--- config.mk ---
export PLATFORM = sky130hd
export DESIGN_NAME = lsfr_4bit
export DESIGN_NICKNAME = d
export VERILOG_FILES = /design/src/rtl/lfsr_pkg.sv /design/src/rtl/lsfr_4bit.sv
export SDC_FILE = /design/constraint.sdc
export NUM_CORES = 1
export LEC_CHECK = 0
export ABC_AREA = 0
export BUFFER_PORTS_ARGS = -buffer_cell sky130_fd_sc_hd__buf_2
export CAP_MARGIN = 0
export CORE_AREA = 4 4 41 43
export DETAILED_ROUTE_END_ITERATION = 16
export DIE_AREA = 0 0 45 47
export SLEW_MARGIN = 25
export SYNTH_ARGS = -nofsm -noshare
export SYNTH_HDL_FRONTEND = slang
export SYNTH_SLANG_ARGS = --single-unit
--- constraint.sdc ---
create_clock -name clk -period 0.8 [get_ports clk]
set_clock_uncertainty 0.05 [all_clocks]
set_input_delay 0.04 -clock clk [delete_from_list [all_inputs] [get_ports clk]]
set_output_delay 0.04 -clock clk [all_outputs]
set_load 0.005 [all_outputs]
--- src/rtl/lfsr_pkg.sv ---
// Shared constants for the 4-bit Fibonacci LFSR (x^4 + x^3 + 1).
// The next-state helper keeps the tap mask and shift direction in one place.
package lfsr_pkg;

  localparam int LFSR_W = 4;
  localparam logic [LFSR_W-1:0] LFSR_TAPS = 4'b1100;
  localparam logic [LFSR_W-1:0] LFSR_RST = 4'b0000;

  // One shift step: tapped bits XOR-reduced into the LSB, register moves toward the MSB.
  function automatic logic [LFSR_W-1:0] lfsr_next(input logic [LFSR_W-1:0] state);
    logic fb;
    fb = ^(state & LFSR_TAPS);
    return {state[LFSR_W-2:0], fb};
  endfunction

endpackage

--- src/rtl/lsfr_4bit.sv ---
// 4-bit maximal-length LFSR with synchronous seed load; the state register drives out directly.
// 0000 is a fixed point, so a non-zero seed must be loaded to start the sequence.
module lsfr_4bit
  import lfsr_pkg::*;
(
  input  logic              clk,
  input  logic              reset,
  input  logic [LFSR_W-1:0] seed,
  input  logic              sel,
  output logic [LFSR_W-1:0] out
);

  // Reset beats load, load beats shift.
  always_ff @(posedge clk) begin
    if (reset) begin
      out <= LFSR_RST;
    end else if (sel) begin
      out <= seed;
    end else begin
      out <= lfsr_next(out);
    end
  end

endmodule

# == Word level (Yosys, flattened, before mapping) ==
# Cells that the tools add are included.
# classes
n_addsub,0
n_mul,0
div_mod_pow,0
n_lt_le_gt_ge,0
n_eq_ne,0
shifts,0
n_mux,1
bitwise,0
reduce_logical,1
# op_table
cell,n
two-way mux 4 bit,1
parity 4 bit,1
# word_totals
regBits,4
latchBits,0
ram_bits,0
romBits,0
wordCells,3
memories,0

# == Logic depth before layout (Yosys ltp) ==
# Gate-level depths: netlist (run 1).
# logic_depth
word_depth,2
ltp_mapped,3
ltp_nobuf,2

# == Least setup slack after synthesis (run 1) ==
# Ideal clock, no wire load.
# synth_timing
path_kind,register to register
start,reg out[2]
end,reg out[0]
t_arrival_ns,0.634
slack_ns,0.037
path_stages_with_launch,3
n_path_buf,0
path_cell_list,dfxtp_1 > xnor2_1 > a211oi_2
# synth_between
elab_chain_cells,2
# synth_lines
element,line_no,rtl
start: declaration,lsfr_4bit.sv:10,output logic [LFSR_W-1:0] out
start signal: assignment,lsfr_4bit.sv:20,out <= lfsr_next(out);
parity 4 bit,lfsr_pkg.sv:12,fb = ^(state & LFSR_TAPS);
two-way mux 4 bit,lsfr_4bit.sv:17,end else if (sel) begin
# Every way passes these cells.
# A chain may end at the register's enable or synchronous reset.

# == Worst setup path in the final report (run 1) ==
# layout_timing
start,reg out[3]
end,reg out[0]
# Same word-level chain as after synthesis.

==> results of run 1 <==
per-stage QoR:
stage	setup TNS, ps	total power, mW	cell area (um2)	util [%]	worst slack, ps
after floorplan	0	0.261	165	-	36.7
after global placement	0	0.294	229	17.6	11.8
after detailed placement	0	0.294	229	17.6	0.310
after CTS	0	0.559	273	21.0	12.0
after global routing	-24.0	0.582	270	20.8	-16.6
final	0	0.538	270	20.8	39.0
logic make-up (layout without fill, tap and decap cells):
kind of cell	count (synthesis)	after routing	synth area share, %
flops	4	4	48.5
simple gates	4	4	15.1
mux	3	3	18.2
buf+inv	2	15	5.30
compound gates	1	1	7.57
xor+xnor	1	1	5.30
per-layer routing:
metal  routed length [um]  global-route usage (%)  up-vias  share of wire (%)
li1                     -                       -       75                  -
met1                  157                    4.09       64                 44
met2                  137                    5.65        8                 39
met3                   59                    5.75        0                 17
met4                    0                    3.51        0                  0
met5                    0                       0        -                  0
how the worst min path moves through the flow:
| stage | startpoint | end | slack, ps | cells after the start |
|---|---|---|---|---|
| CTS | seed[3] | out[3]$_SDFF_PP0_ | 1 | 3 |
| floorplan | reset | out[0]$_SDFF_PP0_ | 50 | 1 |
| detailed placement | reset | out[0]$_SDFF_PP0_ | 210 | 2 |
| global placement | reset | out[0]$_SDFF_PP0_ | 210 | 2 |
| finish | seed[3] | out[3]$_SDFF_PP0_ | 2 | 3 |
| global route | seed[3] | out[3]$_SDFF_PP0_ | 30 | 3 |
final cells by class:
type | count | area [um2] | area share [%]
clock buffers | 3 | 22.5 | 8.33
multi-input cells | 9 | 76.3 | 28.2
well taps | 15 | 18.8 | 6.94
repair buffers | 11 | 65.1 | 24.1
flip-flops and latches | 4 | 83.8 | 31.0
inverters | 1 | 3.75 | 1.39
what timing repair did:
item,in CTS,in global routing
resized for setup,1,2
hold buffers,2,0
hold endpoints to repair,4,0
pin swaps,1,1
setup endpoints to repair,2,5
power breakdown:
group	leakage [nW]	total (mW)	switching, mW	internal [mW]
logic	0.0868	0.0732	0.0294	0.0438
registers	0.0342	0.224	0.00749	0.216
clock network	0.0138	0.241	0.0734	0.167
total	0.135	0.538	0.110	0.427
cells in the final DEF (no fill, tap or decap), drive strengths merged:
cell type	count
inv	1
dfxtp	4
mux2i	3
xnor2	1
dlygate4sd3	2
a211oi	1
buf	9
clkbuf	3
nor2	3
nor2b	1
critical path, stage by stage, from the launching register on:
cell      delay (ps)
dfxtp_2          310
xnor2_1          190
a211oi_2          90
==> summary.txt, run 1 <==
Yosys
  – Post-synth EDFFs: 0
  – Commonest cells post-synth: dfxtp_1, mux2i_1, nor2_1
  – Post-synthesis cell count: 15
  – Cell with the most instances after synthesis: dfxtp_1
  – Post-Syn Area: between 150 and 200 um2
  – Yosys warning count: 0
  – Top cells by area, synth: dfxtp_1, mux2i_1, nor2b_4
  – Syn avg cell area: 11.0 um2
  – Primary FF master, synth: dfxtp_1
  – Synth async-reset ratio: 0%
  – Synthesis-stage register bit count: 4
  – Syn_nets: 22
  – Post-synthesis cell type count: 8
  – Sequential element share of the synthesized area: between 40% and 50%
  – Synth top area share: between 40% and 50%
  – Cell taking the most area after synthesis: dfxtp_1

Floorplan
  – Core area: between 0.001 and 0.0015 mm2
  – Die Y: 47 um
  – Ports: 11
  – Num rows: 13
  – Initial Util: 12.7%
  – Full die area: about 0.0021 mm2
  – Die Wd: between 40 and 50 um

Drt
  – Routed length per instance: slightly above 8 um
  – DRC Markers: 0
  – Drt first-iter violations: 1
  – Vias per std cell: 3.42
  – DRT antenna net count: 0
  – Number of iterations in the first detailed-routing pass: 2
  – Via count: roughly 150
  – Final WL: between 300 and 400 um

Layout
  – Total Nets Final: 37
  – # diodes: 0
  – Share of cells above drive strength 1: roughly three fifths
  – Finished Layout Cells: 43
  – Largest registers: out: 4 flops
  – Layout area overhead: 63.6%
  – Fillers: 157
  – Max FFs per register: 4
  – Largest Register: out

Worst setup path
  – R2R setup slack: just under 40 ps
  – Crit path to: out[0]$_SDFF_PP0_
  – Critical Path Source: out[3]$_SDFF_PP0_
  – Crit path arrival time: between 800 and 900 ps
  – Crit path kind: register to register
  – Startpoint Class: register
  – R2R cell count: 2
  – Reg2reg end: out[0]$_SDFF_PP0_
  – Critical Path Sink Type: register
  – Critical path peak fanout: 2
  – Req. time, crit path: 860 ps
  – Worst r2r src: out[3]$_SDFF_PP0_

Power
  – Leakage: roughly 0.13 nW
  – VDD IR max: between 600 and 700 uV
  – Pwr dens: slightly below 2000 mW/mm2

Clocking
  – CTS tree: yes
  – # H-tree levels: 1
  – Worst-skew pair later-pin latency: ~230 ps
  – Clk root buf: clkbuf_4
  – Worst-path clk slew: roughly 40 ps
  – TritonCTS Sinks: 4
  – Post-CTS setup buffers: 0
  – Clock Path Buffers: 2
  – Num CTS Buffers: 3

STA
  – Endpoints failing setup: 0
  – Min cycle time layout: 761 ps
  – Worst hold margin: 2.36 ps
  – Worst Tran Pin Value: approximately 180 ps
  – Tcrit/Tclk final: 95.1%
  – RSZ-0062 raised after global routing: true
  – Fin. max-slew vios: 0
  – Slew HR: between 80 and 90%
  – Final hold vios: 0
  – F_max: ~1300 MHz

GRT
  – Total track usage: 4.66%
  – First-pass GRT wire length: 572 um
  – Vias in the first global route: 143
  – Largest net degree at the start of global routing: 6
  – Global route total overflow: 0
  – Initial antenna violation count: 0

Job
  – Maxcap violations: 0

Hold path
  – Hold Path Class: primary input to register

Place
  – Routability Congestion: 0.555
  – # port buffers: 10
  – Dpl cells: 39

Status
  – Status: finished, final reports clean
No activity file was read; power rests on OpenSTA's default activity.
==> run 2: changes to the inputs <==
--- a/config.mk
+++ b/config.mk
@@ -11,6 +11,7 @@
 export CORE_AREA = 4 4 41 43
 export DETAILED_ROUTE_END_ITERATION = 16
 export DIE_AREA = 0 0 45 47
+export PLACE_DENSITY = 0.37
 export SLEW_MARGIN = 25
 export SYNTH_ARGS = -nofsm -noshare
 export SYNTH_HDL_FRONTEND = slang
==> run 2 against run 1 <==
Register-to-register slack got worse by 20 ps. Critical path depth unchanged. Combinational power increased by 0.5%. First-iteration DRC count decreased by 100%. Global-route usage increased by 0.32 points. Design area decreased by 0.46%. Routed wire length increased by 9.0%. Setup slack got worse by 17 ps. Critical path type unchanged. Critical endpoint unchanged.
==> summary.txt, run 2 (synthesis gave the netlist of run 1 again) <==
Status
  – Status: finished, final reports clean

Power
  – Leakage: 0.134 nW (-0.23%)
  – Power, Total: 0.539 mW (+0.18%)
  – VDD IR max: 564 uV (-8.4%)
  – Pwr dens: 2000 mW/mm2 (+0.64%)

Floorplan
  – Ports: 11 (unchanged)
  – Full die area: 0.00212 mm2 (unchanged)
  – Die Y: 47 um (unchanged)
  – Num rows: 13 (unchanged)
  – Core area: 0.00130 mm2 (unchanged)
  – Die Wd: 45 um (unchanged)
  – Initial Util: 12.7% (unchanged)

Worst setup path
  – CP top delay family: flip-flops
  – Crit path arrival time: 880 ps (+60 ps)
  – Startpoint Class: register
  – CP bufs+invs: 0 (unchanged)
  – Critical Path Sink Type: register
  – Slowest cell on crit path: dfxtp_2
  – Critical path, cell by cell: xnor2_1 > a211oi_2
  – Crit path kind: register to register
  – Critical path peak fanout: 3 (+1)
  – Req. time, crit path: 900 ps (+40 ps)
  – Max stage delay on crit path: 320 ps (about the same)

Place
  – Hpwl dp: around 330 um
  – Place WS: 14.8 ps (+14.5 ps)
  – Routability Congestion: 0.664 (+20%)
  – # port buffers: 10 (unchanged)

Drt
  – DRC Markers: 0 (unchanged)
  – DRT antenna net count: 0 (unchanged)
  – Number of iterations in the first detailed-routing pass: 1 (-1)
  – Final WL: 386 um (+9.0%)
  – Routed length per instance: 8.98 um (+9.0%)
  – Via count: 150 (+2.0%)
  – Drt first-iter violations: 0 (-1)
  – Vias per std cell: 3.49 (+2.0%)

Job
  – Maxcap violations: 0 (unchanged)

Layout
  – Largest Register: out
  – Max FFs per register: 4 (unchanged)
  – Commonest cells after routing, fill and taps aside: buf_2, mux2i_1, nor2_1, clkbuf_4
  – Layout area overhead: 62.9%
  – Post-layout util: 20.7% (-0.096 points)
  – Commonest non-fill, non-tap cell in the layout: buf_2
  – Fillers: 153 (-2.5%)
  – Share of cells above drive strength 1: 57.1% (-3.6 points)
  – Total Nets Final: 37 (unchanged)
  – # diodes: 0 (unchanged)
  – Largest registers: out: 4 flops

STA
  – Slew HR: 88.0% (-0.21 points)
  – Worst Setup Slack, final: 22.0 ps (-17.0 ps)
  – Endpoints failing setup: 0 (unchanged)
  – RSZ-0062 raised after global routing: false
  – Min cycle time layout: 778 ps (+17.0 ps)
  – Final hold vios: 0 (unchanged)
  – Worst Tran Pin Value: 178 ps (+3.11 ps)
  – Final TNS setup: 0 ps (unchanged)
  – Tcrit/Tclk final: 97.2% (+2.1 points)
  – F_max: 1290 MHz (-2.2%)
  – Fin. max-slew vios: 0 (unchanged)

Clocking
  – Num CTS Buffers: 3 (unchanged)
  – Worst-skew pair later-pin latency: 230 ps (about the same)
  – TritonCTS Sinks: 4 (unchanged)
  – Clk root buf: clkbuf_4
  – CTS tree: yes
  – # H-tree levels: 1 (unchanged)
  – Worst-path clk slew: 30 ps (about the same)
  – Post-CTS setup buffers: 0 (unchanged)
  – Clock Path Buffers: 2 (unchanged)

GRT
  – Vias in the first global route: 175 (+22%)
  – Total track usage: 4.98% (+0.32 points)
  – Initial antenna violation count: 0 (unchanged)
  – Global route total overflow: 0 (unchanged)
  – First-pass GRT wire length: 710 um (+24%)
  – Largest net degree at the start of global routing: 6 (unchanged)

Hold path
  – Hold Path Class: primary input to register
run 2: where the power goes:
| group | leakage [nW] | total, mW | switching (mW) | internal, mW |
|---|---|---|---|---|
| sequential | 0.0338 | 0.224 | 0.00793 | 0.216 |
| combinational | 0.0868 | 0.0736 | 0.0299 | 0.0437 |
| clock | 0.0138 | 0.241 | 0.0741 | 0.167 |
run 2: layout make-up:
type,count,area (um2),share of cell area [%]
clock buffers,3,22.5,8.37
repair buffers,11,65.1,24.2
well taps,15,18.8,6.98
inverters,1,3.75,1.40
multi-input cells,9,76.3,28.4
flip-flops and latches,4,82.6,30.7
run 2: per-layer routing:
layer	routed length [um]	GRT usage, %	part of all wire [%]
met1	124	5.00	32
met3	17	1.15	4.4
met5	0	0	0
met4	16	7.02	4.1
met2	228	7.34	59
run 2: final timing paths:
| path | slack, ps | cells past startpoint | to | start |
|---|---|---|---|---|
| max reg2reg | 20 | 2 | out[0]$_SDFF_PP0_ | out[2]$_SDFF_PP0_ |
| min | 6 | 3 | out[3]$_SDFF_PP0_ | seed[3] |
| max | 20 | 2 | out[0]$_SDFF_PP0_ | out[2]$_SDFF_PP0_ |
| min reg2reg | 460 | 2 | out[1]$_SDFF_PP0_ | out[0]$_SDFF_PP0_ |
run 2: what timing repair did:
item                                   in CTS  in global routing
gates resized for setup                     1                  1
pin swaps                                   0                  1
setup endpoints to repair                   1                  2
hold buffers                                2                  0
endpoints found under the hold margin       4                  0
run 2: metrics by stage:
| stage | instances | instance area (um2) | hold slack, ps |
|---|---|---|---|
| after detailed placement | 39 | 229 | 206 |
| after global placement | 39 | 229 | 201 |
| after CTS | 44 | 273 | 11.2 |
| after floorplan | 15 | 165 | 54.6 |
| final | 43 | 269 | 5.93 |
| after global routing | 43 | 269 | 35.9 |
run 2: tightest hold or removal path, delay by kind of cell:
kind	cells	cell delay (ps)
mux	1	60
buf+inv	1	80
simple gates	1	70
==> run 3: changes to the inputs <==
--- a/config.mk
+++ b/config.mk
@@ -12,6 +12,7 @@
 export DETAILED_ROUTE_END_ITERATION = 16
 export DIE_AREA = 0 0 45 47
 export PLACE_DENSITY = 0.37
+export SETUP_SLACK_MARGIN = 0.4
 export SLEW_MARGIN = 25
 export SYNTH_ARGS = -nofsm -noshare
 export SYNTH_HDL_FRONTEND = slang
==> run 3 against run 2 <==
The run now ends with negative hold slack left. Critical path depth fell by 1. Hold slack worse by 38 ps. Final cell count is 2.3% lower. Design area grew 0.47%. Combinational power up 3.3%. Die area is the same. Clock power about the same. Flip-flop and latch count is the same. Critical path type is now register to output pin. Critical endpoint is now out[2]. Largest power group unchanged.
==> summary.txt, run 3 (synthesis gave the netlist of run 1 again) <==
Status
  – Status: finished with violations
  – Failing checks: negative hold slack

Layout
  – Commonest non-fill, non-tap cell in the layout: buf_2
  – Total Nets Final: 36 (-2.7%)
  – Max FFs per register: 4 (unchanged)
  – Largest registers: out: 4 flops
  – Post-layout util: 20.8% (+0.096 points)
  – # diodes: 0 (unchanged)
  – Fillers: 160 (+4.6%)
  – Layout area overhead: 63.6%
  – Share of cells above drive strength 1: 74.1% (+17 points)
  – Commonest cells after routing, fill and taps aside: buf_2, dfxtp_2, mux2i_1, nor2_1, clkbuf_4
  – Largest Register: out

Worst setup path
  – CP top delay family: flip-flops
  – Slowest cell on crit path: dfxtp_2
  – Critical path, cell by cell: buf_2
  – Max stage delay on crit path: 340 ps (+20 ps)
  – Crit path kind: register to output pin
  – CP bufs+invs: 1 (+1)
  – Req. time, crit path: 710 ps (-190 ps)
  – Critical Path Sink Type: output pin
  – Crit path arrival time: 690 ps (-190 ps)
  – Critical path peak fanout: 3 (unchanged)
  – Startpoint Class: register

Drt
  – Routed length per instance: 8.76 um (-2.4%)
  – DRC Markers: 0 (unchanged)
  – Vias per std cell: 3.26 (-6.5%)
  – Drt first-iter violations: 0 (unchanged)
  – Number of iterations in the first detailed-routing pass: 1 (unchanged)
  – DRT antenna net count: 0 (unchanged)
  – Final WL: 368 um (-4.7%)
  – Via count: 137 (-8.7%)

STA
  – Min cycle time layout: 777 ps (-1.34 ps)
  – Tcrit/Tclk final: 97.1% (-0.17 points)
  – Fin. max-slew vios: 0 (unchanged)
  – F_max: 1290 MHz (+0.17%)
  – Worst Tran Pin Value: 130 ps (-48.2 ps)
  – Slew HR: 91.1% (+3.0 points)
  – Final hold vios: 4 (+4)
  – Endpoints failing setup: 0 (unchanged)
  – Worst hold margin: -31.6 ps (-37.5 ps)
  – Worst Setup Slack, final: 23.3 ps (+1.34 ps)
  – RSZ-0062 raised after global routing: true
  – Final TNS setup: 0 ps (unchanged)

Clocking
  – # H-tree levels: 1 (unchanged)
  – Post-CTS setup buffers: 0 (unchanged)
  – Worst-path clk slew: 40 ps (about the same)
  – Num CTS Buffers: 3 (unchanged)
  – TritonCTS Sinks: 4 (unchanged)
  – Clk root buf: clkbuf_4
  – Worst-skew pair later-pin latency: 230 ps (about the same)
  – Clock Path Buffers: 2 (unchanged)
  – CTS tree: yes

Power
  – Pwr dens: 2020 mW/mm2 (+0.72%)
  – VDD IR max: 656 uV (+16%)
  – Leakage: 0.135 nW (+0.60%)
  – Power, Total: 0.545 mW (+1.2%)

Floorplan
  – Ports: 11 (unchanged)
  – Die Wd: 45 um (unchanged)
  – Initial Util: 12.7% (unchanged)
  – Die Y: 47 um (unchanged)
  – Core area: 0.00130 mm2 (unchanged)
  – Num rows: 13 (unchanged)
  – Full die area: 0.00212 mm2 (unchanged)

GRT
  – Vias in the first global route: 156 (-11%)
  – Global route total overflow: 0 (unchanged)
  – Largest net degree at the start of global routing: 6 (unchanged)
  – First-pass GRT wire length: 579 um (-18%)
  – Total track usage: 4.34% (-0.63 points)
  – Initial antenna violation count: 0 (unchanged)

Place
  – # port buffers: 10 (unchanged)
  – Place WS: 50.6 ps (+35.8 ps)
  – Routability Congestion: 0.654 (-1.5%)

Job
  – Maxcap violations: 0 (unchanged)

Hold path
  – Hold Path Class: primary input to register
[run 3: path summary, 6_finish.rpt]
| check | from | endpoint | slack (ps) | cells past startpoint |
|---|---|---|---|---|
| hold reg to reg | out[1]$_SDFF_PP0_ | out[2]$_SDFF_PP0_ | 430 | 2 |
| setup / recovery | out[2]$_SDFF_PP0_ | out[2] | 20 | 1 |
| setup reg to reg | out[2]$_SDFF_PP0_ | out[0]$_SDFF_PP0_ | 50 | 2 |
| hold / removal | reset | out[0]$_SDFF_PP0_ | -30 | 2 |
[run 3: what timing repair did]
action | in CTS | in global routing
endpoints found under the setup margin | 8 | 8
gates cloned | 0 | 0
pin swaps | 0 | 0
hold endpoints to repair | 4 | 4
resized for setup | 1 | 1
[run 3: layout make-up]
type	instances	area [um2]	share of cell area, %
inverters	1	3.75	1.39
multi-input cells	9	83.8	31.0
well taps	15	18.8	6.94
flip-flops and latches	4	85.1	31.5
repair buffers	10	56.3	20.8
clock buffers	3	22.5	8.33
[run 3: metrics by stage]
stage	instance area (um2)	cells
floorplan	176	15
global placement	240	39
detailed placement	240	39
CTS	264	42
global route	270	42
finish	270	42
[run 3: routing by layer]
layer | global-route usage, % | vias up | part of all wire [%]
met5 | 0 | - | 0
met4 | 7.02 | 0 | 0
met3 | 2.68 | 0 | 11
met2 | 5.93 | 6 | 51
met1 | 3.41 | 59 | 38
li1 | - | 72 | -
[run 3: power by group]
part           leakage [nW]  switching (mW)  internal (mW)  total [mW]
registers            0.0344         0.00970          0.217       0.227
logic                0.0870          0.0292         0.0468      0.0760
clock network        0.0138          0.0748          0.167       0.242
